$ cat src/rtl/ab.sv
// rtl/ab.sv - clocked five-input majority voter with mismatch reporting.
// Optional per-channel fault counting and masking is enabled with AB_FAULT_MASK_EN.
module ab #(
  parameter int FAULT_THRESH = 4,
  parameter int CNT_W        = 4
) (
  input  logic       clk,
  input  logic       rst,
  input  logic [4:0] X,
  input  logic       clr_faults,
  output logic       Z,
  output logic [4:0] mismatch,
  output logic [4:0] masked,
  output logic       no_majority
);

  function automatic logic [2:0] pop5(input logic [4:0] v);
    logic [2:0] s;
    s = '0;
    for (int i = 0; i < 5; i++) s = s + 3'(v[i]);
    return s;
  endfunction

`ifdef AB_FAULT_MASK_EN

  localparam logic [CNT_W-1:0] CNT_MAX = '1;
  localparam logic [CNT_W-1:0] THRESH  = CNT_W'(FAULT_THRESH);

  logic [4:0]       active;
  logic [3:0]       n_twice_cmp;
  logic [3:0]       ones_twice;
  logic             tie;
  logic             z_nxt;
  logic [4:0]       mis_nxt;
  logic [4:0]       mask_nxt;
  logic [CNT_W-1:0] cnt [5];
  logic [CNT_W-1:0] cnt_nxt [5];

  always_comb begin
    active      = ~masked;
    n_twice_cmp = {1'b0, pop5(active)};
    ones_twice  = {pop5(X & active), 1'b0};
    tie         = (ones_twice == n_twice_cmp);
    z_nxt       = tie ? Z : (ones_twice > n_twice_cmp);
    mis_nxt     = tie ? 5'b0 : (active & (X ^ {5{z_nxt}}));
  end

  // Counters only move on a decided vote; masked channels and ties freeze them.
  always_comb begin
    mask_nxt = masked;
    for (int i = 0; i < 5; i++) begin
      cnt_nxt[i] = cnt[i];
      if (clr_faults) begin
        cnt_nxt[i]  = '0;
        mask_nxt[i] = 1'b0;
      end else if (mis_nxt[i]) begin
        if (cnt[i] != CNT_MAX) cnt_nxt[i] = cnt[i] + 1'b1;
        if (cnt_nxt[i] == THRESH) mask_nxt[i] = 1'b1;
      end else if (active[i] && !tie) begin
        cnt_nxt[i] = '0;
      end
    end
  end

  always_ff @(posedge clk or posedge rst) begin
    if (rst) begin
      Z           <= 1'b0;
      mismatch    <= '0;
      masked      <= '0;
      no_majority <= 1'b0;
      for (int i = 0; i < 5; i++) cnt[i] <= '0;
    end else begin
      Z           <= z_nxt;
      mismatch    <= mis_nxt;
      masked      <= mask_nxt;
      no_majority <= tie;
      for (int i = 0; i < 5; i++) cnt[i] <= cnt_nxt[i];
    end
  end

`else

  localparam int unused_params = FAULT_THRESH + CNT_W;

  logic maj;
  logic unused_clr;

  assign unused_clr  = clr_faults;
  assign maj         = (pop5(X) >= 3'd3);
  assign masked      = '0;
  assign no_majority = 1'b0;

  always_ff @(posedge clk or posedge rst) begin
    if (rst) begin
      Z        <= 1'b0;
      mismatch <= '0;
    end else begin
      Z        <= maj;
      mismatch <= X ^ {5{maj}};
    end
  end

`endif

endmodule

$ cat config.mk
export PLATFORM = sky130hd
export DESIGN_NAME = ab
export DESIGN_NICKNAME = d
export VERILOG_FILES = /design/src/rtl/ab.sv
export SDC_FILE = /design/constraint.sdc
export NUM_CORES = 1
export LEC_CHECK = 0
export CAP_MARGIN = 20
export CELL_PAD_IN_SITES_DETAIL_PLACEMENT = 1
export CELL_PAD_IN_SITES_GLOBAL_PLACEMENT = 2
export CORE_UTILIZATION = 18
export CTS_CLUSTER_DIAMETER = 100
export CTS_CLUSTER_SIZE = 10
export DETAILED_ROUTE_END_ITERATION = 8
export PLACE_DENSITY_LB_ADDON = 0.1
export SETUP_SLACK_MARGIN = 0.5
export SYNTH_ARGS = -nofsm -noshare
export SYNTH_HDL_FRONTEND = slang
export SYNTH_SLANG_ARGS = --single-unit
$ cat constraint.sdc
create_clock -name clk -period 0.8 [get_ports clk]
set_input_delay 0.16 -clock clk [delete_from_list [all_inputs] [get_ports clk]]
set_output_delay 0.16 -clock clk [all_outputs]
set_load 0.02 [all_outputs]
==> key figures, run 1 <==
Outcome
  – Status: complete, but fails checks
  – Failing checks: negative setup slack

Drt
  – Met3 WL: 45 µm
  – Initial detailed-routing violation count: 0
  – Routed wl met2: 374 µm
  – Vias per cell: 3.27
  – DR top layer: met3
  – Met1 Wirelength: 166 µm
  – Vias: 258
  – DR pass1 iterations: 1
  – Antenna viol nets, final: 0
  – WL final: 587 µm
  – Residual DRC: 0
  – Drt wl/cell: 7.43 µm

Clock tree
  – Count of clock tree sinks: 6
  – Clock Path Buffers: 2
  – Clk slew on worst S/H paths: 0.04 ns
  – CTS tree: done
  – H-tree Lvls: 1
  – Clock root cell: clkbuf_4
  – Setup repair bufs after CTS: 0
  – CTS Buf Count: 3

Floorplanning
  – DIE HEIGHT: 47.1 µm
  – # rows: 15
  – Die X: 47.1 µm
  – IO Count: 20
  – Die ar.: 2210 µm²
  – Core Area: 1820 µm²
  – Initial Utilization: 0.201

Synth
  – Most numerous cell in the Yosys netlist: inv_1
  – Post-synth EDFFs: 0
  – Share of the synthesized area in the top cell type: 0.411
  – Post-synth top cells: inv_1 (9), buf_4 (6), dfrtp_1 (6)
  – Cell Area, Synth: 365 µm²
  – Synth Instances: 33
  – Cell accounting for the most synthesized area: dfrtp_1
  – Dominant synthesized flop cell: dfrtp_1
  – Synthesized area per cell: 11.1 µm²
  – Top cells by area, synth: dfrtp_1 (41%), buf_4 (12%), xnor2_1 (12%)
  – Sequential-to-total area share from yosys stat: 0.411
  – Warnings from Yosys: 0
  – Ys async rst share: 1.00
  – Synth cell types: 9
  – Yosys reg bits: 6

Global route
  – Largest net degree at the start of global routing: 7
  – Vias in the first global route: 270
  – Total grt overflow: 0
  – GRT Overall Usage: 0.0679
  – Initial antenna violation count: 0
  – First-pass GRT wire length: 993 µm

Timing
  – Pins over their slew limit: 0
  – Tmin final: 1.74 ns
  – Final hold viol count: 0
  – Period utilization: 2.18
  – Setup ws final: -0.942 ns
  – Fmax: 0.574 GHz
  – RSZ-0062 raised after global routing: true
  – Min Hold Slack: 0.118 ns
  – # setup viols final: 12

Power and ir drop
  – Pint: 878 µW
  – Switching share of power: 0.321
  – Maximum VDD drop: 549 µV
  – Pwr dens: 2150 nW/µm²
  – Sequential power share: 0.328
  – Clk network pwr share: 0.199
  – Comb pwr share: 0.473
  – NetSw: 416 µW
  – Leakage power: 0.297 nW
  – PnR Total Power: 1.29 mW

Setup path
  – CP max FO: 6
  – Launch point of the worst path: X[3]
  – Worst EP required: 0.95 ns
  – CP endpoint: mismatch[1]$_DFF_PP0_
  – Kind of end point of the critical path: flip-flop
  – Type of origin of the critical path: input pin
  – Crit path DAT: 1.90 ns
  – WS Path Type: in -> reg

Final layout
  – Layout cell share with drive strength beyond 1: 0.519
  – Fin nets: 68
  – Diode count: 0
  – Syn-to-layout area delta: 65.1%

Place
  – Setup slack at placement: -1.73 ns
  – Buffers on Ports: 12
  – Detailed placer's ending HPWL: 575 µm
  – Final Wtd Congestion: 0.617

Run
  – Max Cap Viol: 0

Worst hold path
  – Worst Hold Class: in -> async
## layer usage
metal | track usage | vias up
met5 | 0 | -
met2 | 0.139 | 14
met1 | 0.0487 | 122
met4 | 0.0686 | 0
met3 | 0.0115 | 0
li1 | - | 122
## worst min-delay path by stage
stage	end	slack, ns
after CTS	mismatch[2]$_DFF_PP0_	0.11
after detailed placement	mismatch[0]$_DFF_PP0_	0.39
final	mismatch[0]$_DFF_PP0_	0.12
after global routing	mismatch[1]$_DFF_PP0_	0.14
after global placement	mismatch[1]$_DFF_PP0_	0.38
after floorplan	Z$_DFF_PP0_	-0.05
## layout make-up
cell class	count	area (µm²)
clock buffers	3	22.5
flip-flops and latches	6	150
inverters	9	41.3
multi-input cells	17	176
repair buffers	19	181
well taps	25	31.3
fillers	216	1220
## flip-flops by register name (all words and copies together), names as in the netlist
signal / cells
mismatch: 5
Z: 1
## stage by stage
step	setup TNS, ns	instances	utilization	cell area (µm²)
after global placement	-11.62	76	0.314	572
after floorplan	-5.93	38	-	413
after CTS	-6.32	79	0.331	603
final	-6.11	79	0.331	603
after detailed placement	-11.84	76	0.314	572
after global routing	-6.76	79	0.331	603
## power groups by stage
stage,Sequential (mW),Clock [mW],Combinational (mW)
after floorplan,0.523,0,0.247
after global placement,0.410,0,0.596
after detailed placement,0.412,0,0.608
after CTS,0.426,0.273,0.627
after global routing,0.431,0.276,0.669
final,0.424,0.258,0.612
## critical path, stage by stage
cell and delay (ns):
buf_8 0.09, inv_8 0.03, fa_1 0.51, fa_2 0.38, inv_2 0.08, ha_4 0.19, nor3b_4 0.15, nor2_4 0.17
xnor2_1 0.14
## what timing repair did
item	in CTS	in global routing
hold buffers	0	0
pin swaps	6	1
setup endpoints to repair	18	12
gates resized for setup	54	0
## cell usage in the layout, fill, tap and decap left out
cell type / instances
buf_4: 7
dfrtp_1: 6
fa_2: 1
buf_8: 1
ha_1: 1
inv_8: 1
inv_1: 4
nor2_4: 1
fa_1: 1
buf_6: 7
clkbuf_4: 3
nor3b_4: 1
inv_2: 4
buf_2: 1
clkdlybuf4s50_1: 3
xnor2_1: 5
conb_1: 6
ha_4: 1
## cells by family after synthesis
family | after synthesis | share of synthesized area
buffers and inverters | 15 | 0.216
xor gates and xnor gates | 5 | 0.120
other | 1 | 0.0103
adders and majority gates | 4 | 0.178
and+or+nand+nor | 2 | 0.0651
DFF | 6 | 0.411
(Power assumes the default switching activity.)
==> inputs of run 2 (changes only) <==
--- a/config.mk
+++ b/config.mk
@@ -8,6 +8,7 @@
 export CAP_MARGIN = 20
 export CELL_PAD_IN_SITES_DETAIL_PLACEMENT = 1
 export CELL_PAD_IN_SITES_GLOBAL_PLACEMENT = 2
+export CORE_ASPECT_RATIO = 0.7
 export CORE_UTILIZATION = 18
 export CTS_CLUSTER_DIAMETER = 100
 export CTS_CLUSTER_SIZE = 10
==> run 2 against run 1 <==
The flow still finishes with violations (negative setup slack). Combinational power increased by 5.4%. Hold slack improved by 0.0020 ns. Total power increased by 2.6%. Count of clock-buffer cells in the layout unchanged. Worst setup slack got worse by 0.0070 ns. Sequential share of layout area decreased by 1.0 points. Critical path depth unchanged. Wire length decreased by 2.9%. Sequential cell count unchanged. Non-clock buffer count unchanged. Maximum frequency decreased by 0.40%. Die area increased by 0.14%. Largest power group unchanged.
==> key figures, run 2 (synthesis gave the netlist of run 1 again) <==
Outcome
  – Status: complete, but fails checks
  – Failing checks: negative setup slack

Floorplanning
  – IO Count: 20 (unchanged)
  – Die ar.: 2220 µm² (+0.14%)
  – DIE HEIGHT: 39.7 µm (-16%)
  – Initial Utilization: 0.194 (-0.00705)
  – Core Area: 1890 µm² (+3.6%)
  – # rows: 13 (-2)
  – Die X: 55.8 µm (+19%)

Timing
  – # setup viols final: 12 (unchanged)
  – Pins over their slew limit: 0 (unchanged)
  – Tmin final: 1.75 ns (+0.00700 ns)
  – Setup TNS: -6.11 ns (+0.00170 ns)
  – Fmax: 0.572 GHz (-0.40%)
  – Final hold viol count: 0 (unchanged)
  – RSZ-0062 raised after global routing: true
  – Setup ws final: -0.949 ns (-0.00700 ns)
  – Period utilization: 2.19 (+0.00875)

Setup path
  – Kind of end point of the critical path: flip-flop
  – Crit path cell chain: buf_8 > inv_4 > fa_1 > fa_2 > inv_2 > ha_4 > nor3b_4 > nor2_4 > xnor2_1
  – WS Path Type: in -> reg
  – CP max FO: 6 (unchanged)
  – Type of origin of the critical path: input pin
  – Slowest stage delay, CP: 0.49 ns (-0.02 ns)
  – Critical path's slowest cell: fa_1
  – Crit path DAT: 1.90 ns (about the same)
  – Worst EP required: 0.95 ns (about the same)

Place
  – Placed Area: 561 µm² (-2.0%)
  – Final Wtd Congestion: 0.584 (-5.4%)
  – Buffers on Ports: 12 (unchanged)
  – Detailed placer's ending HPWL: 543 µm (-5.6%)

Clock tree
  – Count of clock tree sinks: 6 (unchanged)
  – Clk slew on worst S/H paths: 0.04 ns (about the same)
  – Clock Path Buffers: 2 (unchanged)
  – Cts hold-fix bufs: 0 (unchanged)
  – CTS Buf Count: 3 (unchanged)
  – H-tree Lvls: 1 (unchanged)
  – Clock root cell: clkbuf_4
  – CTS tree: done

Run
  – Max Cap Viol: 0 (unchanged)

Global route
  – Gr busiest metal: met2
  – Largest net degree at the start of global routing: 7 (unchanged)
  – Initial antenna violation count: 0 (unchanged)
  – First-pass GRT wire length: 1100 µm (+10%)
  – GR Util met1: 0.0646 (+0.0159)
  – Total grt overflow: 0 (unchanged)
  – Met3 Use GR: 0.0165 (+0.00496)
  – GRT Overall Usage: 0.0691 (+0.00121)
  – M2 GR Usage: 0.130 (-0.00937)
  – Vias in the first global route: 284 (+5.2%)

Drt
  – Vias per cell: 3.33 (+1.9%)
  – Antenna viol nets, final: 0 (unchanged)
  – Vias: 253 (-1.9%)
  – DR pass1 iterations: 1 (unchanged)
  – WL final: 570 µm (-2.9%)
  – Drt wl/cell: 7.50 µm (+0.94%)
  – Initial detailed-routing violation count: 0 (unchanged)
  – Residual DRC: 0 (unchanged)

Final layout
  – Post-layout instance area: 629 µm² (+4.4%)
  – Diode count: 0 (unchanged)
  – Commonest cells after routing, fill and taps aside: buf_6 (7), buf_4 (7), dfrtp_1 (6), conb_1 (6), inv_2 (4)
  – Top flop regs: mismatch x5, Z x1
  – Syn-to-layout area delta: 72.3%
  – Layout cell share with drive strength beyond 1: 0.574 (+0.0556)
  – Max reg flops: 5 (unchanged)
  – Top reg by flops: mismatch
  – # fillers: 217 (+0.46%)
  – Fin nets: 68 (unchanged)
  – Final design utilization: 0.334 (+0.00228)

Power and ir drop
  – Leakage power: 0.321 nW (+8.0%)
  – Maximum VDD drop: 936 µV (+71%)
  – Pwr dens: 2110 nW/µm² (-1.7%)

Worst hold path
  – Worst Hold Class: in -> async
run 2: worst max path at each step:
| stage | slack, ns | start | depth (start not counted) | to |
|---|---|---|---|---|
| CTS | -0.96 | X[3] | 9 | mismatch[4]$_DFF_PP0_ |
| global placement | -1.68 | X[3] | 9 | mismatch[1]$_DFF_PP0_ |
| detailed placement | -1.72 | X[3] | 9 | mismatch[4]$_DFF_PP0_ |
| finish | -0.95 | X[1] | 9 | mismatch[4]$_DFF_PP0_ |
| floorplan | -1.0 | X[3] | 8 | mismatch[0]$_DFF_PP0_ |
| global route | -1.02 | X[1] | 9 | mismatch[0]$_DFF_PP0_ |
run 2: final cells by class:
type	count	area, µm²	share of cell area
inverter	9	43.8	0.0696
timing repair buffer	19	194	0.308
multi-input combinational	17	191	0.304
sequential	6	150	0.239
tap	22	27.5	0.0437
clock buffer	3	22.5	0.0358
run 2: routing by layer:
metal / routed length (µm) / vias up / share of wire
li1: - / 124 / -
met1: 191 / 116 / 0.34
met2: 321 / 13 / 0.56
met3: 57 / 0 / 0.10
met4: 0 / 0 / 0
met5: 0 / - / 0
run 2: critical path, delay by kind of cell:
kind                       cells  cell delay, ns
adders and majority gates      3            1.03
and+or+nand+nor                2            0.39
buffers and inverters          3            0.19
xor gates and xnor gates       1            0.16
run 2: timing repair:
action	in CTS	in global routing
setup buffers	0	1
endpoints found under the setup margin	18	12
pin swaps	7	6
hold endpoints to repair	0	0
gates resized for setup	54	7
run 2: power by group:
| part | internal, mW | total [mW] | switching [mW] |
|---|---|---|---|
| Combinational | 0.345 | 0.645 | 0.301 |
| Clock | 0.168 | 0.256 | 0.0877 |
| Sequential | 0.388 | 0.426 | 0.0381 |
| Total | 0.901 | 1.33 | 0.426 |
run 2: per-stage QoR:
step           total power [mW]  hold WS, ns  std cells  setup WS [ns]
3_3_place_gp              0.995        0.380         72          -1.68
2_1_floorplan             0.770      -0.0490         38         -0.997
3_5_place_dp               1.01        0.387         72          -1.72
4_1_cts                    1.31        0.122         75         -0.963
6_report                   1.33        0.120         76         -0.949
5_1_grt                    1.43        0.142         76          -1.02
